**src/rtl/muldiv_seq_pkg.sv**
```systemverilog
// Shared opcode/state encodings and defaults for the HI/LO multiply/divide sequencer.
package muldiv_seq_pkg;

  typedef enum logic [1:0] {
    OP_MULT = 2'b00,
    OP_DIV  = 2'b01,
    OP_MTHI = 2'b10,
    OP_MTLO = 2'b11
  } op_e;

  typedef enum logic [1:0] {
    S_IDLE,
    S_LAUNCH,
    S_WAIT,
    S_WRITE
  } state_e;

  typedef struct packed {
    logic [31:0] hi;
    logic [31:0] lo;
  } hilo_t;

  localparam int TIMEOUT_DEF = 40;

endpackage

```
**src/rtl/muldiv_seq.sv**
```systemverilog
// Sequencer between the control unit and the external multiply/divide engines; owns HI/LO.
// All pulse outputs are registered: starts leave with the LAUNCH edge, done leaves with the WRITE/timeout edge.
module muldiv_seq
  import muldiv_seq_pkg::*;
#(
  parameter int TIMEOUT = TIMEOUT_DEF
) (
  input  logic        clk,
  input  logic        reset,
  input  logic        op_valid,
  output logic        op_ready,
  input  logic [1:0]  op_code,
  input  logic [31:0] rs_val,
  input  logic [31:0] rt_val,
  output logic        mul_start,
  output logic        div_start,
  output logic [31:0] eng_x,
  output logic [31:0] eng_y,
  input  logic        mul_done,
  input  logic        div_done,
  input  logic [31:0] mul_hi,
  input  logic [31:0] mul_lo,
  input  logic [31:0] div_hi,
  input  logic [31:0] div_lo,
  output logic [31:0] hi,
  output logic [31:0] lo,
  output logic        busy,
  output logic        done,
  output logic        div_zero,
  output logic        timeout_err,
  output logic        eng_abort
);

  localparam int CW = ($clog2(TIMEOUT + 1) > 6) ? $clog2(TIMEOUT + 1) : 6;

  state_e        state, state_nxt;
  op_e           op_q;
  logic          dz_q;
  logic [CW-1:0] wait_cnt;
  hilo_t         res;
  logic          eng_hit, timeout_hit, needs_eng;

  always_comb begin
    eng_hit     = (op_q == OP_MULT) ? mul_done : div_done;
    timeout_hit = !eng_hit && (wait_cnt == CW'(TIMEOUT - 1));
    // MULT, and DIV with a nonzero divisor, go through an engine; everything else writes directly
    needs_eng   = !op_code[1] && !((op_e'(op_code) == OP_DIV) && (rt_val == '0));
  end

  assign op_ready = (state == S_IDLE);
  assign busy     = (state != S_IDLE);

  always_ff @(posedge clk) begin
    if (reset) state <= S_IDLE;
    else       state <= state_nxt;
  end

  always_comb begin
    state_nxt = state;
    unique case (state)
      S_IDLE:   if (op_valid) state_nxt = needs_eng ? S_LAUNCH : S_WRITE;
      S_LAUNCH: state_nxt = S_WAIT;
      S_WAIT: begin
        if (eng_hit)          state_nxt = S_WRITE;
        else if (timeout_hit) state_nxt = S_IDLE;
      end
      S_WRITE:  state_nxt = S_IDLE;
      default:  state_nxt = S_IDLE;
    endcase
  end

  always_ff @(posedge clk) begin
    if (reset) begin
      op_q        <= OP_MULT;
      dz_q        <= 1'b0;
      eng_x       <= '0;
      eng_y       <= '0;
      res         <= '0;
      hi          <= '0;
      lo          <= '0;
      wait_cnt    <= '0;
      timeout_err <= 1'b0;
      mul_start   <= 1'b0;
      div_start   <= 1'b0;
      done        <= 1'b0;
      div_zero    <= 1'b0;
      eng_abort   <= 1'b0;
    end else begin
      mul_start <= 1'b0;
      div_start <= 1'b0;
      done      <= 1'b0;
      div_zero  <= 1'b0;
      eng_abort <= 1'b0;
      unique case (state)
        S_IDLE: if (op_valid) begin
          op_q  <= op_e'(op_code);
          dz_q  <= (op_e'(op_code) == OP_DIV) && (rt_val == '0);
          eng_x <= rs_val;
          eng_y <= rt_val;
        end
        S_LAUNCH: begin
          mul_start <= (op_q == OP_MULT);
          div_start <= (op_q == OP_DIV);
          wait_cnt  <= '0;
        end
        S_WAIT: begin
          wait_cnt <= wait_cnt + CW'(1);
          if (eng_hit) begin
            res.hi <= (op_q == OP_MULT) ? mul_hi : div_hi;
            res.lo <= (op_q == OP_MULT) ? mul_lo : div_lo;
          end else if (timeout_hit) begin
            // abandon the engine; HI/LO keep their old values
            timeout_err <= 1'b1;
            eng_abort   <= 1'b1;
            done        <= 1'b1;
          end
        end
        S_WRITE: begin
          done     <= 1'b1;
          div_zero <= dz_q;
          unique case (op_q)
            OP_MTHI: hi <= eng_x;
            OP_MTLO: lo <= eng_x;
            default: if (!dz_q) begin
              hi <= res.hi;
              lo <= res.lo;
            end
          endcase
        end
        default: ;
      endcase
    end
  end

endmodule

```
**config.mk**
```make
export PLATFORM = sky130hd
export DESIGN_NAME = muldiv_seq
export DESIGN_NICKNAME = d
export VERILOG_FILES = /design/src/rtl/muldiv_seq_pkg.sv /design/src/rtl/muldiv_seq.sv
export SDC_FILE = /design/constraint.sdc
export NUM_CORES = 1
export LEC_CHECK = 0
export CORE_MARGIN = 8
export CORE_UTILIZATION = 40
export DETAILED_ROUTE_END_ITERATION = 7
export GPL_TIMING_DRIVEN = 0
export PLACE_DENSITY = 0.83
export REMOVE_ABC_BUFFERS = 1
export SYNTH_ARGS = -nofsm -noshare
export SYNTH_HDL_FRONTEND = slang
export SYNTH_SLANG_ARGS = --single-unit
```
**constraint.sdc**
```tcl
create_clock -name clk -period 1.6 [get_ports clk]
set_input_delay 0.16 -clock clk [delete_from_list [all_inputs] [get_ports clk]]
set_output_delay 0.16 -clock clk [all_outputs]
set_load 0.1 [all_outputs]
```
==> PnR_summary.wiki <==
{| class="wikitable"
! Metric !! Value
|-
| Main synth FF type || dfxtp_1
|-
| Relative max-transition margin || 0.484
|-
| Highest net fanout along the worst path || 7
|-
| Pins over their slew limit || 0
|-
| Final design instance area without fill || 0.0149 sq mm
|-
| Startpoint of the most critical setup path || op_q[1]$_SDFFE_PP0P_
|-
| Post-synthesis instance area || 0.00873 sq mm
|-
| Top cells by count, synth || 233 x nand2_1, 209 x dfxtp_1, 138 x nor2_1, 96 x a311oi_1, 67 x o21ai_0
|-
| Leakage component of the power || 5.73 nW
|-
| Minimum setup slack among reg-to-reg paths || -0.26 ns
|-
| Dominant cells by area after synthesis || dfxtp_1 48%, nand2_1 10%, a311oi_1 9.6%
|-
| Per-cell via count in the routed design || 6.06
|-
| Library cell used as clock root buffer || clkbuf_16
|-
| Count of state elements after synthesis || 209
|-
| Proportion of netlist area held by the largest area contributor || 0.479
|-
| Sum of internal, switching and leakage power || 27.4 mW
|-
| Clock Skew || 0.0232 ns
|-
| Switching share of power || 0.478
|-
| Antenna violations before repair || 0
|-
| Post-synth ARST share || 0
|-
| Met2 Resource Use GR || 0.507
|-
| Die X-Extent || 164 microns
|-
| Worst-skew pair later-pin latency || 0.52 ns
|-
| CTS tree || yes
|-
| Power density over the cells || 1830 mW/mm^2
|-
| Layout Utilization || 0.691
|-
| Violated checks || DRC, setup timing
|-
| Type of origin of the critical path || flop
|-
| Period Utilization, post-route || 1.16
|-
| Final number of hold-violating endpoints || 0
|-
| Iter 0 DRT Violations || 1133
|-
| Layout fillers || 1557
|-
| Kind of capture point of the worst setup path || flop
|-
| Number of CTS-inserted buffers || 24
|-
| Number of I/O port buffers || 334
|-
| Synth Area in Simple Gates || 0.202
|-
| Core footprint || 0.0216 sq mm
|-
| Number of remaining DRC errors || 1
|-
| Count of distinct cell types in the synthesized netlist || 45
|-
| Maximum ir drop on the vdd rail || 0.00164 V
|-
| Outcome || complete, but fails checks
|-
| Hold WS || 0.128 ns
|-
| Portion of netlist area occupied by mux cells || 0.0379
|-
| Most frequent cell after synthesis || nand2_1
|-
| First-pass GRT wire length || 60400 microns
|-
| Compound-Gate Fraction of Synth Area || 0.212
|-
| Number of optimization iterations in the first detailed-route pass || 8
|-
| Maximum clock frequency || 0.538 GHz
|-
| Count of final setup violators || 119
|-
| TritonCTS Sinks || 209
|-
| Flop pwr share || 0.260
|-
| Total internal power || 14.3 mW
|-
| Register-to-Register Path Depth || 7
|-
| Critical register-to-register path endpoint || res[5]$_SDFFE_PP0P_
|-
| Antenna Diode Count || 0
|-
| Adder-Cell Fraction of Synth Area || 0.00717
|-
| Placed cell areas || 0.0123 sq mm
|-
| Type of the worst setup path || flop to flop
|-
| Grt met3 use || 0.0794
|-
| CP Data Arrival Time || 2.27 ns
|-
| Final weighted congestion in routability-driven placement || 0.812
|-
| Bufs on Longest Clock Path || 3
|-
| Average size of a mapped cell || 8.19 sq um
|-
| Top Usage Layer GRT || met2
|-
| DIE HEIGHT || 164 microns
|-
| Required time at the worst-slack endpoint || 2.01 ns
|-
| Number of top-level pins || 335
|-
| Number of max-capacitance violations reported || 0
|-
| # nets final || 1647
|-
| Initial Util || 0.404
|-
| Setup repair after global routing missed its margin || true
|-
| Number of synthesized flops with an enable pin || 0
|-
| Main combinational cell family by area after synthesis || compound AO/OA/AOI/OAI gates
|-
| Total GRT Usage || 0.293
|-
| Xor and xnor fraction of the mapped netlist area || 0.00502
|-
| Min Clock Period, post-route || 1.86 ns
|-
| Post-synthesis cell count || 1066
|-
| DP HPWL || 21700 microns
|-
| Layout area overhead || 71.2%
|-
| Proportion of synthesized chip area in sequential cells || 0.479
|-
| Vias in the first global route || 10258
|-
| Via count || 10548
|-
| Residual overflow from global routing || 0
|-
| Clock slew at the register clock pins of the worst setup and hold paths || 0.07 ns
|-
| Switching power of the nets || 13.1 mW
|-
| Synth Warn # || 0
|-
| Worst Setup Slack, final || -0.260 ns
|-
| Share of final-layout standard cells stronger than drive strength 1 || 0.265
|-
| Hold crit path type || input port to flop
|-
| Remaining number of nets flagged by the antenna check after routing || 0
|-
| Capturing element of the worst setup path || res[5]$_SDFFE_PP0P_
|-
| Origin of the critical flop-to-flop path || op_q[1]$_SDFFE_PP0P_
|-
| Post-DR wirelength/cell || 26.4 microns
|-
| Die Footprint || 0.0268 sq mm
|-
| CTS H-tree lvls || 1
|-
| Number of placement rows || 54
|-
| Pin count of the biggest net entering global routing || 108
|-
| Yosys top cell by area || dfxtp_1
|-
| M1 GR Usage || 0.326
|-
| Sum Neg Setup Slack || -14.85 ns
|-
| Gate power share || 0.535
|-
| Measured slew at the worst slew-check pin || 0.772 ns
|-
| WL final || 46000 microns
|-
| Share of power burned in the clock network || 0.205
|}
[power by group through the flow]
stage	clock network (mW)	registers, mW	logic (mW)
2_1_floorplan	0	11.7	3.22
3_3_place_gp	0	7.02	9.29
3_5_place_dp	0	7.20	11.2
4_1_cts	5.64	7.00	13.2
5_1_grt	5.86	7.22	15.1
6_report	5.61	7.13	14.6
[stage by stage]
step / cells / setup WS, ns
after floorplan: 967 / -3.58
after global placement: 1581 / -6.90
after detailed placement: 1593 / -1.78
after CTS: 1714 / -0.316
after global routing: 1740 / -0.299
final: 1740 / -0.260
[sequential cells by signal, indices dropped and copies added (netlist names)]
signal and flops:
dz_q 1, div_zero 1, state 2, div_start 1
timeout_err 1, hi 32, op_q 2, lo 32
eng_y 32, eng_abort 1, wait_cnt 6, res 64
done 1, eng_x 32, mul_start 1
[layout by cell type (no fill, tap or decap), drive strengths merged, types with 36 or more instances in the layout]
cell           synthesis  routed
nand2                233     237
dfxtp                209     209
clkdlybuf4s50          0     196
buf                   37     159
nor2                 139     140
a311oi                96      96
a21oi                 68      69
o21ai                 68      68
clkbuf                62      46
clkdlybuf4s18          0      36
[cell families (layout without fill, tap and decap cells)]
group                      after synthesis  count (layout)
AOI/OAI and AO/OA                      273             274
xor gates and xnor gates                 5               5
adders and majority gates                5               5
buffers and inverters                  107             493
DFF                                    209             209
muxes                                   33              33
and+or+nand+nor                        434             441
[layout make-up]
cell class,count,area [sq um],share of cell area
clock buffers,32,692,0.0463
clock inverters,11,113,0.00754
inverters,8,41.3,0.00276
multi-input cells,758,4610,0.309
flip-flops and latches,209,4200,0.281
well taps,280,350,0.0235
repair buffers,442,4930,0.330
[what timing repair did]
item	in CTS	in global routing
hold buffers	0	0
endpoints found under the setup margin	336	228
pin swaps	53	43
buffers inserted	56	14
resized for setup	581	168
cloned	23	17
[layer usage]
metal  up-vias  wire [microns]
met5         -               0
met4         0            3000
met3       206            5230
met2       800           21800
met1      4996           16000
li1       4546               -
[worst min-delay path by stage]
stage | startpoint | end | slack (ns) | depth (start not counted)
floorplan | reset | eng_x[0]$_SDFFE_PP0P_ | 0.23 | 1
global route | reset | eng_x[23]$_SDFFE_PP0P_ | 0.16 | 2
detailed placement | eng_y[14]$_SDFFE_PP0P_ | eng_y[14]$_SDFFE_PP0P_ | 0.45 | 2
global placement | eng_y[24]$_SDFFE_PP0P_ | eng_y[24]$_SDFFE_PP0P_ | 0.44 | 2
CTS | reset | eng_x[10]$_SDFFE_PP0P_ | 0.12 | 2
finish | reset | eng_x[10]$_SDFFE_PP0P_ | 0.13 | 2
[worst max-delay path: stages (launching register included)]
cell and delay, ns:
dfxtp_4 0.37, or3b_4 0.43, a21oi_4 0.20, buf_12 0.14, buf_12 0.16, buf_16 0.16
nor2_4 0.04, a311oi_2 0.26
Power figures use the tool's default switching activity.
